$ cat src/rtl/temp_conv_pkg.sv
// Shared types, range limits and the built-in conversion ROM images for the
// temperature conversion engine.
package temp_conv_pkg;

  typedef enum logic {
    FMT_F2C = 1'b0,
    FMT_C2F = 1'b1
  } fmt_e;

  typedef enum logic [1:0] {
    IDLE,
    LOOKUP,
    CAPTURE,
    RESP
  } state_e;

  localparam int C_MIN = 0;
  localparam int C_MAX = 100;
  localparam int F_MIN = 32;
  localparam int F_MAX = 212;

  // Both ROMs use one address width: the F->C image needs 181 entries.
  localparam int ROM_AW = 8;

  localparam string C2F_IMAGE = "c2f.mem";
  localparam string F2C_IMAGE = "f2c.mem";

  // Round-half-up conversion tables; entries outside the valid range are 0.
  function automatic int rom_word(input bit is_f2c, input int addr);
    if (is_f2c) begin
      return (addr <= F_MAX - F_MIN) ? (addr * 10 + 9) / 18 : 0;
    end
    return (addr <= C_MAX - C_MIN) ? (addr * 18 + 5) / 10 + F_MIN : 0;
  endfunction

endpackage

$ cat src/rtl/conv_rom.sv
// Synchronous-read conversion ROM, one cycle of latency. The image is selected
// by name from the tables built into temp_conv_pkg.
module conv_rom
  import temp_conv_pkg::*;
#(
  parameter int    WIDTH    = 8,
  parameter int    ADDR_W   = 8,
  parameter string MEM_FILE = "c2f.mem"
) (
  input  logic              clk,
  input  logic [ADDR_W-1:0] addr_i,
  output logic [WIDTH-1:0]  data_o
);

  localparam int DEPTH  = 1 << ADDR_W;
  localparam bit IS_F2C = (MEM_FILE == F2C_IMAGE);

  logic [WIDTH-1:0] rom [DEPTH];

  for (genvar a = 0; a < DEPTH; a++) begin : g_img
    assign rom[a] = WIDTH'(rom_word(IS_F2C, a));
  end

  always_ff @(posedge clk) begin
    data_o <= rom[addr_i];
  end

endmodule

$ cat src/rtl/temp_conv_engine.sv
// Handshaked Celsius/Fahrenheit converter with a fixed two-edge latency,
// a per-channel last-result bank and a saturating out-of-range counter.
module temp_conv_engine
  import temp_conv_pkg::*;
#(
  parameter int    WIDTH    = 8,
  parameter int    NUM_CH   = 4,
  parameter int    CH_W     = (NUM_CH > 1) ? $clog2(NUM_CH) : 1,
  parameter int    ERR_W    = 16,
  parameter string C2F_FILE = "c2f.mem",
  parameter string F2C_FILE = "f2c.mem"
) (
  input  logic             clk,
  input  logic             rst,
  input  logic             in_valid,
  output logic             in_ready,
  input  logic [WIDTH-1:0] in_temp,
  input  logic             in_fmt,
  input  logic [CH_W-1:0]  in_ch,
  output logic             out_valid,
  input  logic             out_ready,
  output logic [WIDTH-1:0] out_temp,
  output logic             out_fmt,
  output logic [CH_W-1:0]  out_ch,
  output logic             out_err,
  input  logic [CH_W-1:0]  rd_ch,
  output logic [WIDTH-1:0] rd_temp,
  output logic             rd_err,
  output logic             rd_vld,
  output logic [ERR_W-1:0] err_count
);

  state_e           state_q;
  logic [WIDTH-1:0] temp_q;
  fmt_e             fmt_q;
  logic [CH_W-1:0]  ch_q;
  logic             range_err_q;

  logic             out_valid_q;
  logic [WIDTH-1:0] out_temp_q;
  fmt_e             out_fmt_q;
  logic [CH_W-1:0]  out_ch_q;
  logic             out_err_q;
  logic [ERR_W-1:0] err_cnt_q, err_cnt_d;

  logic [WIDTH-1:0] bank_temp_q [NUM_CH];
  logic             bank_err_q  [NUM_CH];
  logic             bank_vld_q  [NUM_CH];

  logic              in_range_err;
  logic [ROM_AW-1:0] c2f_addr, f2c_addr;
  logic [WIDTH-1:0]  c2f_data, f2c_data;
  logic [WIDTH-1:0]  cap_temp_d;

  assign in_range_err = (fmt_e'(in_fmt) == FMT_C2F)
                      ? (in_temp > WIDTH'(C_MAX))
                      : (in_temp < WIDTH'(F_MIN)) || (in_temp > WIDTH'(F_MAX));

  // Out-of-range requests read address 0 so the ROM never sees a wild index.
  assign c2f_addr = range_err_q ? '0 : temp_q[ROM_AW-1:0];
  assign f2c_addr = range_err_q ? '0 : ROM_AW'(temp_q - WIDTH'(F_MIN));

  conv_rom #(.WIDTH(WIDTH), .ADDR_W(ROM_AW), .MEM_FILE(C2F_FILE)) u_c2f_rom (
    .clk    (clk),
    .addr_i (c2f_addr),
    .data_o (c2f_data)
  );

  conv_rom #(.WIDTH(WIDTH), .ADDR_W(ROM_AW), .MEM_FILE(F2C_FILE)) u_f2c_rom (
    .clk    (clk),
    .addr_i (f2c_addr),
    .data_o (f2c_data)
  );

  assign cap_temp_d = range_err_q ? '0 : ((fmt_q == FMT_C2F) ? c2f_data : f2c_data);
  assign err_cnt_d  = (range_err_q && (err_cnt_q != '1)) ? err_cnt_q + 1'b1 : err_cnt_q;

  // NOTE: every register in this block uses <= so all state updates see the
  // pre-edge values, independent of statement order.
  always_ff @(posedge clk or posedge rst) begin
    if (rst) begin
      state_q     <= IDLE;
      temp_q      <= '0;
      fmt_q       <= FMT_F2C;
      ch_q        <= '0;
      range_err_q <= 1'b0;
      out_valid_q <= 1'b0;
      out_temp_q  <= '0;
      out_fmt_q   <= FMT_F2C;
      out_ch_q    <= '0;
      out_err_q   <= 1'b0;
      err_cnt_q   <= '0;
      // NOTE: the bank is a small register file, not a RAM; it must be reset
      // because rd_vld has to report "no result since reset".
      for (int i = 0; i < NUM_CH; i++) begin
        bank_temp_q[i] <= '0;
        bank_err_q[i]  <= 1'b0;
        bank_vld_q[i]  <= 1'b0;
      end
    end else begin
      unique case (state_q)
        IDLE: begin
          if (in_valid) begin
            temp_q      <= in_temp;
            fmt_q       <= fmt_e'(in_fmt);
            ch_q        <= in_ch;
            range_err_q <= in_range_err;
            state_q     <= LOOKUP;
          end
        end
        LOOKUP: state_q <= CAPTURE;
        CAPTURE: begin
          out_valid_q <= 1'b1;
          out_temp_q  <= cap_temp_d;
          out_fmt_q   <= fmt_q;
          out_ch_q    <= ch_q;
          out_err_q   <= range_err_q;
          err_cnt_q   <= err_cnt_d;
          if (int'(ch_q) < NUM_CH) begin
            bank_temp_q[ch_q] <= cap_temp_d;
            bank_err_q[ch_q]  <= range_err_q;
            bank_vld_q[ch_q]  <= 1'b1;
          end
          state_q <= RESP;
        end
        RESP: begin
          if (out_ready) begin
            out_valid_q <= 1'b0;
            state_q     <= IDLE;
          end
        end
        default: state_q <= IDLE;
      endcase
    end
  end

  assign in_ready  = (state_q == IDLE);
  assign out_valid = out_valid_q;
  assign out_temp  = out_temp_q;
  assign out_fmt   = out_fmt_q;
  assign out_ch    = out_ch_q;
  assign out_err   = out_err_q;
  assign err_count = err_cnt_q;

  // NOTE: outputs get defaults before the guarded read so no latch is inferred.
  always_comb begin
    rd_temp = '0;
    rd_err  = 1'b0;
    rd_vld  = 1'b0;
    if (int'(rd_ch) < NUM_CH) begin
      rd_temp = bank_temp_q[rd_ch];
      rd_err  = bank_err_q[rd_ch];
      rd_vld  = bank_vld_q[rd_ch];
    end
  end

endmodule

$ cat config.mk
export PLATFORM = sky130hd
export DESIGN_NAME = temp_conv_engine
export DESIGN_NICKNAME = d
export VERILOG_FILES = /design/src/rtl/temp_conv_pkg.sv /design/src/rtl/conv_rom.sv /design/src/rtl/temp_conv_engine.sv
export SDC_FILE = /design/constraint.sdc
export NUM_CORES = 1
export LEC_CHECK = 0
export CAP_MARGIN = 10
export CORE_AREA = 5 5 122 148
export CTS_CLUSTER_DIAMETER = 150
export DETAILED_ROUTE_END_ITERATION = 6
export DIE_AREA = 0 0 127 153
export GPL_ROUTABILITY_DRIVEN = 1
export PLACE_DENSITY = 0.64
export SYNTH_ARGS = -nofsm -noshare
export SYNTH_HDL_FRONTEND = slang
export SYNTH_HIERARCHICAL = 1
export SYNTH_SLANG_ARGS = --single-unit
$ cat constraint.sdc
create_clock -name clk -period 6.4 [get_ports clk]
set_input_delay 0.96 -clock clk [delete_from_list [all_inputs] [get_ports clk]]
set_output_delay 0.96 -clock clk [all_outputs]
set_load 0.01 [all_outputs]
==> summary by stage <==
Synthesis
The largest area contributor in the synthesized netlist is sky130_fd_sc_hd__dfrtp_1. Yosys printed 6 warnings. The synthesized-area fraction occupied by adder cells is 6.31%. Synthesis produced a netlist with a net count of 744. The synthesized design contains 0 enable-type register cells. Synthesis produced a netlist whose cell count is 697. The share of the Yosys chip area taken by registers is 36.9%. The most used flip-flop cell after synthesis is sky130_fd_sc_hd__dfrtp_1. A synthesized cell averages 9.24 sq um. Synthesis inferred 98 register bits. The share of synthesized area spent on multiplexers is 12.6%. After synthesis, the largest family of logic cells by area is compound AO/OA/AOI/OAI gates. By area the synthesized netlist is led by sky130_fd_sc_hd__dfrtp_1 (32%), sky130_fd_sc_hd__ha_1 (5.8%), sky130_fd_sc_hd__o21ai_0 (4.7%). Summing the areas of all compound-gate instances in the mapped netlist gives 19.6% of the synthesized area. Counting flops with an async set or reset pin after synthesis yields a share of 84.7%. The synthesized-area fraction occupied by xor and xnor cells is 2.18%.

The count of unique library cells instantiated by Yosys is 75. The area share of the largest cell type after synthesis is 32.2%. The simple-gate share of the synthesized area is 16.5%. The synthesized area is 6440 sq um.

Global routing
The pin count of the biggest net entering global routing is 84. The initial antenna violation count is 0. The via count of the first global-routing pass was 5062.

Global routing finished with a remaining overflow of 0. The global-route wire length before repair is 26200 um. For this run, the total global-route usage over all layers was measured as 16.0%.

Critical path
The highest cell delay on the worst timing path is 900 ps. The kind of launch point of the worst setup path is an input port. The cell that appears most often on the critical path is sky130_fd_sc_hd__clkdlybuf4s50_1. The worst path required time is 5440 ps. The top fanout value on the critical path is 10. The worst setup path is captured at an output port. By startpoint and endpoint, the worst setup path is classified as input port to output port.

Walking the worst path, the cells encountered are clkdlybuf4s50_1 > mux4_2 > clkdlybuf4s50_1. The arrival time at the worst endpoint is 2950 ps. Among all stages on the critical path, the largest delay is contributed by sky130_fd_sc_hd__clkdlybuf4s50_1.

Routing
In the routed design, unresolved DRC markers number 0. After detailed routing, the average wire length per cell comes to 16.6 um. Using the TritonRoute via totals, the vias-per-cell ratio works out to 5.70.

The detailed router's first-iteration violation count is 775. The routed layout has 5388 vias. The post-detailed-route count of antenna-violating nets is 0. The first-pass iteration count of the detailed router is 5. Wires add up to 15700 um.

Pwr
The worst-case IR drop observed on VDD is 0.220 mV. Dividing total power by cell area gives a power density of 497 nW/um^2. The leakage component of the power is 2.98 nW.

Final layout
The most frequent standard cell in the layout excluding fill and tap cells is sky130_fd_sc_hd__dfrtp_1. The finished cells cover 7410 sq um. At the end of the flow the core is filled with cells to 44.9%. Relative to the synthesized area, the layout overhead comes to 15.1%. In the final layout, the share of cells above drive strength 1 is 12.3%. The count of nets after finishing is 772. The top cell types in the final layout, fill and taps aside, are sky130_fd_sc_hd__dfrtp_1 (83), sky130_fd_sc_hd__o21ai_0 (61), sky130_fd_sc_hd__nand2_1 (60).

The count of inserted antenna diode cells is 0.

STA
The final hold violation count is 0. The final hold slack is 463 ps. The routed design could run at a clock period as short as 3910 ps. The maximum achievable frequency is 0.256 GHz. The summed negative setup slack over all endpoints is 0 ps.

Dividing the final minimum period by the clock period gives 61.0%. Once routing completed, OpenROAD measured the worst setup slack at 2490 ps. The max-slew violation total from the final report is 0. On the final layout, the worst clock skew is 12.6 ps. At the pin with the least slew margin, the transition time is 1020 ps.

The worst max-slew margin expressed relative to the limit is 32.0%. The number of setup violations in the final report is 0. Setup repair after global routing left no endpoint under its margin.

Die
The floorplan step defined a die boundary enclosing 19400 sq um. The area of the core region is 16500 sq um. From bottom edge to top edge, the die measures 153 um.

The floorplan die width is 127 um. The initial core utilization is 39.0%. Pin placement for this block handled 57 I/O pins. The row count is 52.

CTS
The hold buffer count at cts is 0. The clock tree synthesis step divided the H-tree into 3 levels. The post-CTS resize count is 0. Counting the buffers created by CTS gives 9. TritonCTS built the clock tree.

Once the clock tree was built, the setup fixing pass inserted 0 buffers. The buffer cell driving the clock tree root is sky130_fd_sc_hd__clkbuf_16. The insertion delay of the later-clocked pin in the worst-skew pair is 350 ps. Clock-pin slew was measured on the worst setup and hold paths at 70 ps. The number of sinks driven by the clock tree is 98.

The maximum count of clock buffers along a single path is 2.

Run status
The run finished with clean final reports.

Run
The max-capacitance violation count is 0.

Placed design
The congestion estimate from routability-driven global placement came to 0.918. Timing analysis after detailed placement gives a worst setup slack of 2440 ps. The count of port buffers added during placement is 56.

The placed instances occupy a cell area of 7120 sq um. The half-perimeter wire length of the detailed placement result is 11000 um.

Min path
The path class of the tightest hold or removal check is register to register.
-- routing by layer --
layer	part of all wire, %	global-route usage, %
met1	45	21.9
met2	50	26.8
met3	4.3	1.05
met4	1.2	5.16
met5	0	0
-- cell usage after synthesis, types with 3 or more instances --
cell / instances
sky130_fd_sc_hd__o21a_1: 6
sky130_fd_sc_hd__clkinv_1: 3
sky130_fd_sc_hd__o21ai_0: 61
sky130_fd_sc_hd__o211ai_1: 15
sky130_fd_sc_hd__a2111oi_0: 3
sky130_fd_sc_hd__xor2_1: 5
sky130_fd_sc_hd__buf_2: 24
sky130_fd_sc_hd__dfrtp_1: 83
sky130_fd_sc_hd__mux4_2: 13
sky130_fd_sc_hd__nand3_1: 16
sky130_fd_sc_hd__nand2_1: 60
sky130_fd_sc_hd__and3_1: 9
sky130_fd_sc_hd__clkbuf_1: 13
sky130_fd_sc_hd__nand2b_1: 19
sky130_fd_sc_hd__o22ai_1: 4
sky130_fd_sc_hd__a311oi_1: 5
sky130_fd_sc_hd__mux2i_1: 24
sky130_fd_sc_hd__buf_1: 3
sky130_fd_sc_hd__ha_1: 30
sky130_fd_sc_hd__or3_1: 4
sky130_fd_sc_hd__a21oi_1: 49
sky130_fd_sc_hd__a211oi_1: 9
sky130_fd_sc_hd__or2_2: 8
sky130_fd_sc_hd__buf_4: 5
sky130_fd_sc_hd__a31oi_1: 9
sky130_fd_sc_hd__o311ai_0: 5
sky130_fd_sc_hd__inv_1: 25
sky130_fd_sc_hd__nor2_1: 39
sky130_fd_sc_hd__nor3_1: 15
sky130_fd_sc_hd__mux2_2: 23
sky130_fd_sc_hd__xnor2_1: 11
sky130_fd_sc_hd__nor2b_1: 14
sky130_fd_sc_hd__dfxtp_1: 15
sky130_fd_sc_hd__nand4_1: 6
sky130_fd_sc_hd__a221oi_1: 6
-- worst max-delay path: cells and delay by family --
family | cells | cell delay, ps
mux | 1 | 590
buf+inv | 2 | 1390
-- power by group --
part           total (mW)  switching (mW)  internal, mW
registers            1.02           0.158         0.859
clock network       0.527           0.252         0.275
logic                2.14            1.23         0.909
total                3.68            1.64          2.04
-- cell families after synthesis --
family          Yosys count
buf+inv                  80
xor+xnor                 16
simple gates            207
other cells               1
mux                      62
fa+ha+maj                33
flops                    98
compound gates          200
-- registers in the layout, indices dropped and copies added (netlist names) --
| name | cells |
|---|---|
| bank_temp_q | 32 |
| out_temp | 8 |
| bank_err_q | 4 |
| u_f2c_rom/data_o | 7 |
| out_fmt | 1 |
| out_ch | 2 |
| range_err_q | 1 |
| bank_vld_q | 4 |
| err_count | 16 |
| u_c2f_rom/data_o | 8 |
| state_q | 2 |
| out_valid | 1 |
| ch_q | 2 |
| out_err | 1 |
| fmt_q | 1 |
| temp_q | 8 |
-- path summary, 6_finish.rpt --
kind | to | cells past startpoint | startpoint | slack, ps
max in group asynchronous | bank_temp_q[13]$_DFFE_PP0P_ | 3 | rst | 4490
max reg2reg | u_f2c_rom/data_o[0]$_DFF_P_ | 8 | range_err_q$_DFFE_PP0P_ | 3230
min | bank_vld_q[3]$_DFFE_PP0P_ | 1 | bank_vld_q[3]$_DFFE_PP0P_ | 460
min reg2reg | bank_vld_q[3]$_DFFE_PP0P_ | 1 | bank_vld_q[3]$_DFFE_PP0P_ | 460
max | rd_temp[3] | 3 | rd_ch[0] | 2490
min in group asynchronous | bank_vld_q[2]$_DFFE_PP0P_ | 3 | rst | 1250
-- per-stage QoR --
step           instances  total power, mW
6_report             946             3.68
2_1_floorplan        697             2.54
3_3_place_gp         930             3.07
3_5_place_dp         930             3.14
5_1_grt              946             3.95
4_1_cts              946             3.68
-- layout make-up --
class                   count  area, sq um
clock buffers               9          225
flip-flops and latches     98         2380
repair buffers             67          643
inverters                  30          114
fillers                  1612         9110
multi-input cells         519         3710
well taps                 216          270
clock inverters             7         70.1
Power figures use the tool's default switching activity.
